File: config.mk
export PLATFORM = sky130hd
export DESIGN_NAME = vend_sequencer
export DESIGN_NICKNAME = d
export VERILOG_FILES = /design/src/rtl/vend_sequencer.sv
export SDC_FILE = /design/constraint.sdc
export NUM_CORES = 1
export LEC_CHECK = 0
export ABC_AREA = 0
export CORE_AREA = 4 4 98 100
export CTS_BUF_LIST = sky130_fd_sc_hd__clkbuf_8
export CTS_CLUSTER_DIAMETER = 30
export CTS_CLUSTER_SIZE = 30
export DETAILED_ROUTE_END_ITERATION = 12
export DIE_AREA = 0 0 102 104
export PLACE_DENSITY = 0.42
export SLEW_MARGIN = 20
export SYNTH_ARGS = -nofsm -noshare
export SYNTH_HDL_FRONTEND = slang
export SYNTH_SLANG_ARGS = --single-unit
File: constraint.sdc
create_clock -name clk -period 5 [get_ports clk]
set_input_delay 1 -clock clk [delete_from_list [all_inputs] [get_ports clk]]
set_output_delay 1 -clock clk [all_outputs]
set_load 0.01 [all_outputs]
File: src/rtl/vend_sequencer.sv
// vend_sequencer: vending transaction controller.
// Accumulates coin credit, vends a selected slot when credit covers its price,
// then pays change back one coin at a time over an eject_req/eject_ack handshake.
// Optional feature macro: VEND_TIMEOUT_EN (idle auto-refund after TIMEOUT_CYCLES).
module vend_sequencer #(
  parameter int unsigned CREDIT_W       = 8,
  parameter int unsigned PRICE0         = 15,
  parameter int unsigned PRICE1         = 20,
  parameter int unsigned PRICE2         = 25,
  parameter int unsigned PRICE3         = 30,
  parameter int unsigned MOTOR_CYCLES   = 4,
  parameter int unsigned TIMEOUT_CYCLES = 1024
) (
  input  logic                clk,
  input  logic                rst_n,
  input  logic                coin_valid,
  input  logic [1:0]          coin_code,
  input  logic                sel_valid,
  input  logic [1:0]          sel_id,
  input  logic                cancel,
  input  logic                eject_ack,
  output logic [CREDIT_W-1:0] credit,
  output logic                motor_on,
  output logic [1:0]          motor_slot,
  output logic                eject_req,
  output logic                eject_coin,
  output logic                coin_reject,
  output logic                err_insuff,
  output logic                busy
);

  localparam int unsigned CW1   = CREDIT_W + 1;
  localparam int unsigned MOT_W = (MOTOR_CYCLES > 1) ? $clog2(MOTOR_CYCLES) : 1;
  localparam logic [CW1-1:0]   CREDIT_MAX = {1'b0, {CREDIT_W{1'b1}}};
  localparam logic [MOT_W-1:0] MOT_LAST   = MOT_W'(MOTOR_CYCLES - 1);

  typedef enum logic [1:0] {COLLECT, VEND, CHANGE} state_t;

  state_t              state, state_nx;
  logic [CREDIT_W-1:0] credit_nx;
  logic                motor_on_nx, eject_req_nx, eject_coin_nx;
  logic [1:0]          motor_slot_nx;
  logic                coin_reject_nx, err_insuff_nx, busy_nx;
  logic [MOT_W-1:0]    mot_cnt, mot_cnt_nx;

  logic                coin_present, sel_ok, coin_fits;
  logic [CW1-1:0]      coin_val, price, base, sum;
  logic                timeout_hit;

  // Credit arithmetic for COLLECT: selection is judged on registered credit, coin is added on top.
  always_comb begin
    coin_present = coin_valid && (coin_code != 2'b00);
    coin_val     = '0;
    case (coin_code)
      2'b01:   coin_val = CW1'(5);
      2'b10:   coin_val = CW1'(10);
      2'b11:   coin_val = CW1'(20);
      default: coin_val = '0;
    endcase
    price = '0;
    case (sel_id)
      2'd0:    price = CW1'(PRICE0);
      2'd1:    price = CW1'(PRICE1);
      2'd2:    price = CW1'(PRICE2);
      default: price = CW1'(PRICE3);
    endcase
    sel_ok    = sel_valid && ({1'b0, credit} >= price);
    base      = sel_ok ? ({1'b0, credit} - price) : {1'b0, credit};
    sum       = base + coin_val;
    coin_fits = coin_present && (sum <= CREDIT_MAX);
  end

`ifdef VEND_TIMEOUT_EN
  localparam int unsigned IDLE_W = (TIMEOUT_CYCLES > 1) ? $clog2(TIMEOUT_CYCLES) : 1;
  localparam logic [IDLE_W-1:0] IDLE_LAST = IDLE_W'(TIMEOUT_CYCLES - 1);

  logic [IDLE_W-1:0] idle_cnt, idle_cnt_nx;

  // Idle counter: runs only while credit sits untouched in COLLECT.
  always_comb begin
    idle_cnt_nx = '0;
    timeout_hit = 1'b0;
    if (state == COLLECT && !(coin_fits || sel_valid || cancel) && credit != '0) begin
      if (idle_cnt == IDLE_LAST) begin
        timeout_hit = 1'b1;
      end else begin
        idle_cnt_nx = idle_cnt + 1'b1;
      end
    end
  end

  // Idle counter register.
  always_ff @(posedge clk or negedge rst_n) begin
    if (!rst_n) idle_cnt <= '0;
    else        idle_cnt <= idle_cnt_nx;
  end
`else
  assign timeout_hit = 1'b0;
`endif

  // Next-state and next-output logic; every output is registered below.
  always_comb begin
    state_nx       = state;
    credit_nx      = credit;
    motor_on_nx    = motor_on;
    motor_slot_nx  = motor_slot;
    eject_req_nx   = eject_req;
    eject_coin_nx  = eject_coin;
    coin_reject_nx = 1'b0;
    err_insuff_nx  = 1'b0;
    mot_cnt_nx     = mot_cnt;
    case (state)
      COLLECT: begin
        credit_nx = coin_fits ? sum[CREDIT_W-1:0] : base[CREDIT_W-1:0];
        if (coin_present && !coin_fits) coin_reject_nx = 1'b1;
        if (sel_valid) begin
          if (sel_ok) begin
            motor_slot_nx = sel_id;
            motor_on_nx   = 1'b1;
            mot_cnt_nx    = '0;
            state_nx      = VEND;
          end else begin
            err_insuff_nx = 1'b1;
          end
        end else if ((cancel && credit != '0) || timeout_hit) begin
          // Refund starts with the credit as it stands after this cycle's coin.
          state_nx      = CHANGE;
          eject_req_nx  = 1'b1;
          eject_coin_nx = (credit_nx >= CREDIT_W'(10));
        end
      end
      VEND: begin
        if (coin_present) coin_reject_nx = 1'b1;
        if (mot_cnt == MOT_LAST) begin
          motor_on_nx = 1'b0;
          if (credit != '0) begin
            state_nx      = CHANGE;
            eject_req_nx  = 1'b1;
            eject_coin_nx = (credit >= CREDIT_W'(10));
          end else begin
            state_nx = COLLECT;
          end
        end else begin
          mot_cnt_nx = mot_cnt + 1'b1;
        end
      end
      CHANGE: begin
        if (coin_present) coin_reject_nx = 1'b1;
        if (eject_req) begin
          if (eject_ack) begin
            credit_nx    = credit - (eject_coin ? CREDIT_W'(10) : CREDIT_W'(5));
            eject_req_nx = 1'b0;
            if (credit_nx == '0) state_nx = COLLECT;
          end
        end else begin
          eject_req_nx  = 1'b1;
          eject_coin_nx = (credit >= CREDIT_W'(10));
        end
      end
      default: state_nx = COLLECT;
    endcase
    busy_nx = (state_nx != COLLECT);
  end

  // State and output registers; asynchronous reset drops motor and ejector at once.
  always_ff @(posedge clk or negedge rst_n) begin
    if (!rst_n) begin
      state       <= COLLECT;
      credit      <= '0;
      motor_on    <= 1'b0;
      motor_slot  <= 2'b00;
      eject_req   <= 1'b0;
      eject_coin  <= 1'b0;
      coin_reject <= 1'b0;
      err_insuff  <= 1'b0;
      busy        <= 1'b0;
      mot_cnt     <= '0;
    end else begin
      state       <= state_nx;
      credit      <= credit_nx;
      motor_on    <= motor_on_nx;
      motor_slot  <= motor_slot_nx;
      eject_req   <= eject_req_nx;
      eject_coin  <= eject_coin_nx;
      coin_reject <= coin_reject_nx;
      err_insuff  <= err_insuff_nx;
      busy        <= busy_nx;
      mot_cnt     <= mot_cnt_nx;
    end
  end

endmodule

# After elaboration in Yosys (flattened, before gate mapping)
# Index checks and enable logic that the tools add are counted.
word_totals:
  latch_bits: 0
  ram_bits: 0
  regBits: 20
  elab_cells: 102
  output_inout_bits: 16
  mem_count: 0
  input_bits: 10
  rom_bits: 0
op_classes:
  n_eq_ne: 18
  order_cmp: 4
  n_shift: 0
  bitwise: 0
  mux: 44
  reduce_logical: 22
  multipliers: 0
  div: 0
  add_sub_neg: 4
ops:
  columns: ["operator", "n"]
  rows:
  - ["$pmux W5 S3", 2]
  - ["$mux W8", 3]
  - ["$mux W2", 11]
  - ["$ne A2 B2 Y1 const B", 10]
  - ["$mux W1", 19]
  - ["$ge A8 B4 Y1 const B", 2]
  - ["$pmux W8 S2", 1]
  - ["$eq A2 B2 Y1 const B", 5]
  - ["$add A9 B9 Y9", 1]
  - ["$ge A8 B9 Y1", 1]
  - ["$le A9 B8 Y1 const B", 1]
  - ["$mux W9", 1]
  - ["$sub A8 B9 Y9", 1]
  - ["$logic_not A8 Y1", 1]
  - ["$reduce_and A4 Y1", 2]
  - ["$reduce_bool A2 Y1", 4]
  - ["$reduce_bool A8 Y1", 1]
  - ["$sub A8 B4 Y8", 1]
  - ["$eq A2 B1 Y1 const B", 3]
  - ["$pmux W1 S3", 2]
  - ["$pmux W2 S3", 1]
  - ["$reduce_and A3 Y1", 2]
  - ["$reduce_and A6 Y1", 1]
  - ["$logic_and A1 B1 Y1", 5]
  - ["9 further kinds", 11]

# Logic depth before layout (Yosys ltp)
# Gate-level depths: netlist of run 1.
depth:
  ltp_word: 13
  mapped_depth: 19
  mapped_depth_nobuf: 19

# Least setup slack after synthesis of run 1
# Ideal clock, no wire load.
synth_path:
  path_type: "input port to flip-flop"
  from: "in sel_id[1]"
  to: "reg credit[0]"
  stages: 17
  t_required_ns: 4.874
  setup_time_ns: 0.126
  n_path_buf: 1
  path_slack_ns: -0.142
  arrival_time_ns: 5.016
  cell_sequence: "inv_1 -> ha_1 -> ha_1 -> a21o_1 -> a21oi_1 -> a41o_1 -> clkbuf_1 -> o21ai_0 -> fa_1 -> a211o_1 -> a21oi_1 -> a2bb2oi_1 -> a2bb2oi_1 -> o211ai_4 -> nand2_4 -> mux2_4 -> a221o_1"
synth_between:
  elab_chain_cells: 10
  word_cells_on_any_way: 13
  cone_classes: "2 x add/sub; 2 x order compare; 2 x eq/ne; 4 x mux; 3 x reduce/logical"
synth_rtl:
  columns: ["element", "line", "text"]
  rows:
  - ["start, declared", "19", "input logic [1:0] sel_id,"]
  - ["$eq A2 B2 Y1 (tied with other cells)", "61", "case (sel_id)"]
  - ["$pmux W5 S3 (*)", "61", null]
  - ["$ge A8 B9 Y1", "67", "sel_ok = sel_valid && ({1'b0, credit} >= price);"]
  - ["$logic_and A1 B1 Y1", "67", null]
  - ["$mux W9 (*)", "68", "base = sel_ok ? ({1'b0, credit} - price) : {1'b0, credit};"]
  - ["$add A9 B9 Y9", "69", "sum = base + coin_val;"]
  - ["$le A9 B8 Y1", "70", "coin_fits = coin_present && (sum <= CREDIT_MAX);"]
  - ["$logic_and A1 B1 Y1", "70", null]
  - ["$mux W8 (*)", "114", "credit_nx = coin_fits ? sum[CREDIT_W-1:0] : base[CREDIT_W-1:0];"]
  - ["$pmux W8 S2 (*)", "112", "case (state)"]
  - ["end signal, assigned", "180", "credit <= credit_nx;"]
  - ["end, declared", "22", "output logic [CREDIT_W-1:0] credit,"]
# Every way passes the cells marked *; elsewhere a longest branch is shown, timed or not.
# A chain may end at the register's enable or synchronous reset.

# Worst setup path after layout of run 1
# Ends and elaborated chain as after synthesis.

==> flow_summary.json, run 1 <==
{
  "grt_pass1_wl_mm": 11.63,
  "synthesis.nets": 303,
  "hold_ws_ns": 0.4918,
  "final_util_pct": 33.98,
  "seqPwrFrac_pct": 16.8,
  "skew_ns": 0.003419,
  "synth_enable_flop_cells": 0,
  "critical_path.cell_chain": "dlymetal6s2s_1, buf_4, ha_1, ha_1, and3_4, nand2_1, a41o_1, buf_6, inv_1, mux2i_2, inv_1, ha_4, a211o_1, a21oi_2, a2bb2oi_2, a2bb2oi_4, o211ai_4, nand2_4, mux2_4, a221o_1",
  "maxSlewViolCount": 0,
  "synth-seq-area-share_pct": 23.56,
  "combPwrFrac_pct": 77.8,
  "die_x_um": 102,
  "end_kind": "flip-flop",
  "grt_use_total_pct": 13.76,
  "antenna_found_initial": 0,
  "final_common_cell": "buf_4",
  "cts_tree": "done",
  "post-route-drc-count": 0,
  "power_density_mw_per_mm2": 692.3,
  "avgViaCountPerCell": 4.938,
  "fin_crit_sh_pct": 91.68,
  "crit_path_max_incr_delay_ns": 0.33,
  "cp_top_family": "compound AO/OA/AOI/OAI gates",
  "antenna_left": 0,
  "synthCells": 267,
  "ir_drop_mv": 0.1553,
  "synthToLayoutAreaGrowth_pct": 38.81,
  "clkSlewWorstSetupHoldPaths_ns": 0.08,
  "numCtsBuffers": 3,
  "internal_power_mw": 1.047,
  "final_cell_mix": "buf_4 (43), nand2_1 (39), clkdlybuf4s50_1 (22)",
  "grt_max_degree": 21,
  "tns_ns": 0,
  "n_antenna_cell": 0,
  "rsz0062_at_grt": "false",
  "pwr-share-clk_pct": 5.4,
  "first_iter_violations": 123,
  "cp_max_fo": 6,
  "p_leak_nw": 1.355,
  "avgSynthCellArea_um2": 7.957,
  "arrival_ns": 4.73,
  "grt-ovfl-total": 0,
  "die_area_mm2": 0.01061,
  "core_mm2": 0.008678,
  "synthArstFlopShare_pct": 100.0,
  "clockRootBuffer": "clkbuf_8",
  "hold_path.class": "reg -> reg",
  "htree_levels": 1,
  "fp.dieH_um": 104,
  "fmax_mhz": 218.2,
  "p_sw_share_pct": 48.72,
  "startpoint_type": "primary input",
  "totalWireLength_mm": 7.158,
  "avgRoutedWirePerCell_um": 16.31,
  "vias": 2168,
  "tightest_slew_ns": 0.9868,
  "worst_skew_pair.late_latency_ns": 0.26,
  "rows": 34,
  "setup_viol": 0,
  "clk_path_buf_depth": 2,
  "drv_cap": 0,
  "routabilityCongestion": 0.8316,
  "nets": 369,
  "synth_cell_types": 51,
  "clkSinkCount": 20,
  "worstSetupPathType": "in -> reg",
  "critPathSlowestCell": "a221o_1",
  "grt_pass1_vias": 2156,
  "ios": 26,
  "numPortBuffers": 25,
  "first_pass_iters": 4,
  "yosys_most_used_dff": "dfrtp_1",
  "drive_above_1_share_pct": 21.75,
  "synth_seq_cells": 20,
  "hold_buffers": 0,
  "start_util_pct": 24.48,
  "status": "complete, no violations",
  "cp_num_buf_inv": 5,
  "slew_headroom_pct": 33.52,
  "netlist_area_mm2": 0.002125,
  "netSwitchingPower_mw": 0.9948,
  "hold_violations": 0,
  "synth_warnings": 0,
  "crit_required_ns": 5.15,
  "place_hpwl_mm": 5.662,
  "fin_crit_ns": 4.584
}
==> kinds of logic after synthesis <==
| group | count (synthesis) | synth area share (%) |
|---|---|---|
| multiplexers | 7 | 3.533 |
| AO/OA/AOI/OAI | 83 | 26.50 |
| buffers and inverters | 27 | 4.888 |
| adder cells (fa/ha/maj) | 26 | 16.37 |
| flip-flops | 20 | 23.56 |
| XOR/XNOR | 8 | 3.298 |
| AND/OR/NAND/NOR | 96 | 21.85 |
==> per-stage QoR <==
step / setup WS (ns) / instances / instance area [µm²] / power, mW
2_1_floorplan: 0.02577 / 267 / 2132 / 1.228
3_3_place_gp: -0.4015 / 429 / 2765 / 1.864
3_5_place_dp: -0.4932 / 429 / 2765 / 1.839
4_1_cts: 0.0001310 / 434 / 2839 / 1.986
5_1_grt: 0.2402 / 439 / 2949 / 2.247
6_report: 0.4161 / 439 / 2949 / 2.042
==> flip-flops by register name, indices dropped and copies added, names as in the netlist <==
name,flops
coin_reject,1
motor_slot,2
motor_on,1
err_insuff,1
busy,1
eject_coin,1
mot_cnt,2
state,2
eject_req,1
credit,8
==> power groups by stage <==
stage | clock network, mW | logic [mW] | registers [mW]
2_1_floorplan | 0 | 0.910 | 0.318
3_3_place_gp | 0 | 1.52 | 0.347
3_5_place_dp | 0 | 1.50 | 0.343
4_1_cts | 0.115 | 1.53 | 0.340
5_1_grt | 0.122 | 1.77 | 0.355
6_report | 0.111 | 1.59 | 0.342
==> worst paths after layout <==
kind | start | endpoint | slack (ns) | depth (start not counted)
min | motor_slot[0] | motor_slot[0] | 0.49 | 2
max | sel_id[1] | credit[0] | 0.42 | 20
min in group asynchronous | rst_n | credit[2] | 0.70 | 1
min reg2reg | motor_slot[0] | motor_slot[0] | 0.49 | 2
max in group asynchronous | rst_n | credit[4] | 3.97 | 1
max reg2reg | credit[3] | credit[0] | 1.01 | 17
==> Yosys cell counts (2+ instances only) <==
cell type / number / share of area [%]
buf_2: 2 / 0.47
a2bb2oi_1: 3 / 1.2
a31oi_1: 2 / 0.59
dfrtp_1: 20 / 24
nor2b_1: 8 / 2.4
o31ai_1: 4 / 1.4
xor2_1: 3 / 1.2
a221oi_1: 2 / 0.82
clkbuf_1: 7 / 1.2
inv_1: 18 / 3.2
xnor2_1: 5 / 2.1
and2_1: 2 / 0.59
nand3_1: 9 / 2.1
a21o_1: 5 / 1.8
nand2_1: 39 / 6.9
fa_1: 3 / 2.8
ha_1: 23 / 14
a21oi_1: 18 / 4.2
a22o_1: 2 / 0.82
nor2_1: 14 / 2.5
nor4_1: 3 / 0.88
nand4_1: 3 / 0.88
nor3_1: 11 / 2.6
mux2i_1: 6 / 2.8
o21ai_0: 23 / 5.4
o221ai_1: 2 / 0.82
a22oi_1: 2 / 0.71
o21a_1: 5 / 1.8
==> repair_timing <==
action	in CTS	in global routing
gates resized for setup	7	15
endpoints found under the setup margin	8	10
pin swaps	2	6
buffers inserted	2	5
==> routing by layer <==
| metal | routed length (µm) | part of all wire [%] | global-route usage, % |
|---|---|---|---|
| met2 | 3341 | 47 | 21.91 |
| met3 | 222 | 3.1 | 2.012 |
| met5 | 0 | 0 | 0 |
| met1 | 3520 | 49 | 20.04 |
| met4 | 74 | 1.0 | 1.781 |
==> worst reg2reg max path: stages, from the launching register on <==
cell,delay (ns)
dfrtp_1,0.58
ha_4,0.28
a21o_1,0.19
a21oi_2,0.15
a41o_1,0.29
buf_6,0.14
nand2_1,0.05
o21ai_1,0.09
buf_4,0.14
ha_1,0.23
a211o_1,0.32
a21oi_2,0.19
a2bb2oi_2,0.19
a2bb2oi_4,0.20
o211ai_4,0.11
nand2_4,0.11
mux2_4,0.29
a221o_1,0.33
==> final cells by class <==
class	count	area (µm²)
fillers	930	5729
inverters	18	67.56
clock buffers	3	41.29
well taps	108	135.1
multi-input cells	220	1608
repair buffers	70	596.8
flip-flops and latches	20	500.5
No activity file was read; power rests on OpenSTA's default activity.
==> inputs of run 2 (changes only) <==
--- a/config.mk
+++ b/config.mk
@@ -6,13 +6,14 @@
 export NUM_CORES = 1
 export LEC_CHECK = 0
 export ABC_AREA = 0
-export CORE_AREA = 4 4 98 100
+export CORE_AREA = 4 4 66 68
 export CTS_BUF_LIST = sky130_fd_sc_hd__clkbuf_8
 export CTS_CLUSTER_DIAMETER = 30
 export CTS_CLUSTER_SIZE = 30
 export DETAILED_ROUTE_END_ITERATION = 12
-export DIE_AREA = 0 0 102 104
-export PLACE_DENSITY = 0.42
+export DIE_AREA = 0 0 70 72
+export PLACE_DENSITY = 0.91
+export SETUP_SLACK_MARGIN = 0.4
 export SLEW_MARGIN = 20
 export SYNTH_ARGS = -nofsm -noshare
 export SYNTH_HDL_FRONTEND = slang
==> run 2 against run 1 <==
Worst hold slack got worse by 0.0041 ns. Routed wire length fell by 3.0%. Die area shrank 52%. Critical path depth is 1 lower. Flip-flop and latch count is the same. Sequential power grew 6%. Via count up 12%. Clock power grew 17%. Clock skew is 0.0049 ns higher. Combinational power is essentially flat.
==> flow_summary.json, run 2 (synthesis results as in run 1) <==
{
  "critPathSlowestCell": "fa_2",
  "final_common_cell": "nand2_1",
  "crit_cells": 19,
  "cp-startpoint": "sel_id[0]",
  "antenna_left": 0,
  "power_mw": 2.078,
  "hold_buffers": 0,
  "tightest_slew_ns": 0.8926,
  "final_cell_mix": "nand2_1 (38), buf_4 (31), clkdlybuf4s50_1 (23)",
  "grt_pass1_vias": 2362,
  "rows": 23,
  "worst_skew_pair.late_latency_ns": 0.27,
  "cp_max_fo": 6,
  "first_iter_violations": 439,
  "r2r_start": "credit[4]",
  "avgViaCountPerCell": 6.598,
  "dp_slack_ns": -0.1986,
  "grt-ovfl-total": 0,
  "routabilityCongestion": 0.9056,
  "vias": 2428,
  "crit_required_ns": 5.16,
  "r2r_end": "credit[0]",
  "largest_register_ffs": 8,
  "antenna_found_initial": 0,
  "clockRootBuffer": "clkbuf_8",
  "nets": 355,
  "post-route-drc-count": 0,
  "core_mm2": 0.003856,
  "endpoint": "credit[0]",
  "first_pass_iters": 5,
  "die_area_mm2": 0.005040,
  "setup_ws_ns": 0.5489,
  "fp.dieH_um": 72,
  "clkSlewWorstSetupHoldPaths_ns": 0.08,
  "hold_path.class": "reg -> reg",
  "hold_violations": 0,
  "avgRoutedWirePerCell_um": 18.86,
  "grt_pass1_wl_mm": 10.99,
  "maxSlewViolCount": 0,
  "numPortBuffers": 25,
  "status": "complete, no violations",
  "clk_path_buf_depth": 2,
  "fmax_mhz": 224.7,
  "slew_headroom_pct": 40.31,
  "rr_worst_depth": 16,
  "drv_cap": 0,
  "place_hpwl_mm": 4.908,
  "worstSetupPathType": "in -> reg",
  "largest_register": "credit",
  "skew_ns": 0.008302,
  "numCtsBuffers": 3,
  "ios": 26,
  "grt_max_degree": 21,
  "start_util_pct": 55.09,
  "grt_use_total_pct": 26.66,
  "synthToLayoutAreaGrowth_pct": 32.45,
  "arrival_ns": 4.61,
  "htree_levels": 1,
  "power_density_mw_per_mm2": 738.4,
  "p_leak_nw": 1.264,
  "drive_above_1_share_pct": 21.70,
  "clkSinkCount": 20,
  "r2r_slack_ns": 0.99,
  "totalWireLength_mm": 6.940,
  "die_x_um": 70,
  "crit_path_max_incr_delay_ns": 0.36,
  "end_kind": "flip-flop",
  "cp_num_buf_inv": 2,
  "fin_crit_sh_pct": 89.02,
  "ir_drop_mv": 0.3484,
  "cp_top_family": "compound AO/OA/AOI/OAI gates",
  "cts_tree": "done",
  "critical_path.cell_chain": "clkbuf_2, inv_2, ha_1, ha_4, and3_4, o21ai_2, a41o_4, nand2_2, o21ai_2, ha_2, fa_2, a211o_1, a21oi_2, a2bb2oi_2, a2bb2oi_2, o211ai_4, nand2_4, mux2_4, a221o_1",
  "setup_viol": 0,
  "rsz0062_at_grt": "false",
  "n_antenna_cell": 0,
  "startpoint_type": "primary input",
  "fin_crit_ns": 4.451
}
==> run 2: changes by cell type in the layout (fill, tap and decap cells not counted), moves of 2 or more <==
cell            delta
clkbuf_2           +2
dlymetal6s2s_1     -3
buf_4             -12
ha_1               -2
==> run 2: per-layer routing <==
layer	track usage, %	wire [µm]
met1	31.89	2472
met2	46.59	3389
met3	3.463	618
met4	14.68	460
met5	0	0
==> run 2: tightest hold or removal path, stage by stage, from the launching register on <==
cell	delay (ns)
dfrtp_1	0.35
nand2_1	0.05
o21ai_0	0.06
==> run 2: cell type report <==
class | count | area, µm²
inverter | 18 | 67.56
tap | 50 | 62.56
fill | 267 | 1042
sequential | 20 | 500.5
multi-input combinational | 220 | 1655
clock buffer | 4 | 55.05
timing repair buffer | 56 | 473.0
==> run 2: worst min path at each step <==
stage / startpoint / end / cells after the start
floorplan: mot_cnt[1] / mot_cnt[1] / 1
global placement: motor_slot[0] / motor_slot[0] / 2
detailed placement: motor_slot[1] / motor_slot[1] / 2
CTS: motor_slot[1] / motor_slot[1] / 2
global route: motor_slot[0] / motor_slot[0] / 2
finish: motor_slot[1] / motor_slot[1] / 2
==> run 2: timing repair <==
action | in CTS | in global routing
hold endpoints to repair | 0 | 0
endpoints found under the setup margin | 10 | 10
pin swaps | 6 | 9
gates resized for setup | 5 | 13
setup buffers | 2 | 3
==> run 2: where the power goes <==
group / switching, mW / internal [mW]
Sequential: 0.131 / 0.230
Clock: 0.0601 / 0.0704
Combinational: 0.845 / 0.742
==> run 2: metrics by stage <==
step                 TNS, ns  cells  utilization [%]  cell area [µm²]  hold WS, ns
floorplan                  0    267                -             2208       0.4918
global placement    -0.08429    359            69.24             2670       0.4684
detailed placement   -0.9679    359            69.24             2670       0.4719
CTS                        0    365            71.48             2756       0.4890
global route               0    368            72.97             2814       0.5115
finish                     0    368            72.97             2814       0.4877
==> inputs of run 3 (changes only) <==
--- a/config.mk
+++ b/config.mk
@@ -18,3 +18,4 @@
 export SYNTH_ARGS = -nofsm -noshare
 export SYNTH_HDL_FRONTEND = slang
 export SYNTH_SLANG_ARGS = --single-unit
+export TNS_END_PERCENT = 10
==> results of run 3 <==
Final layout, timing and power as in run 2 (identical DEF).
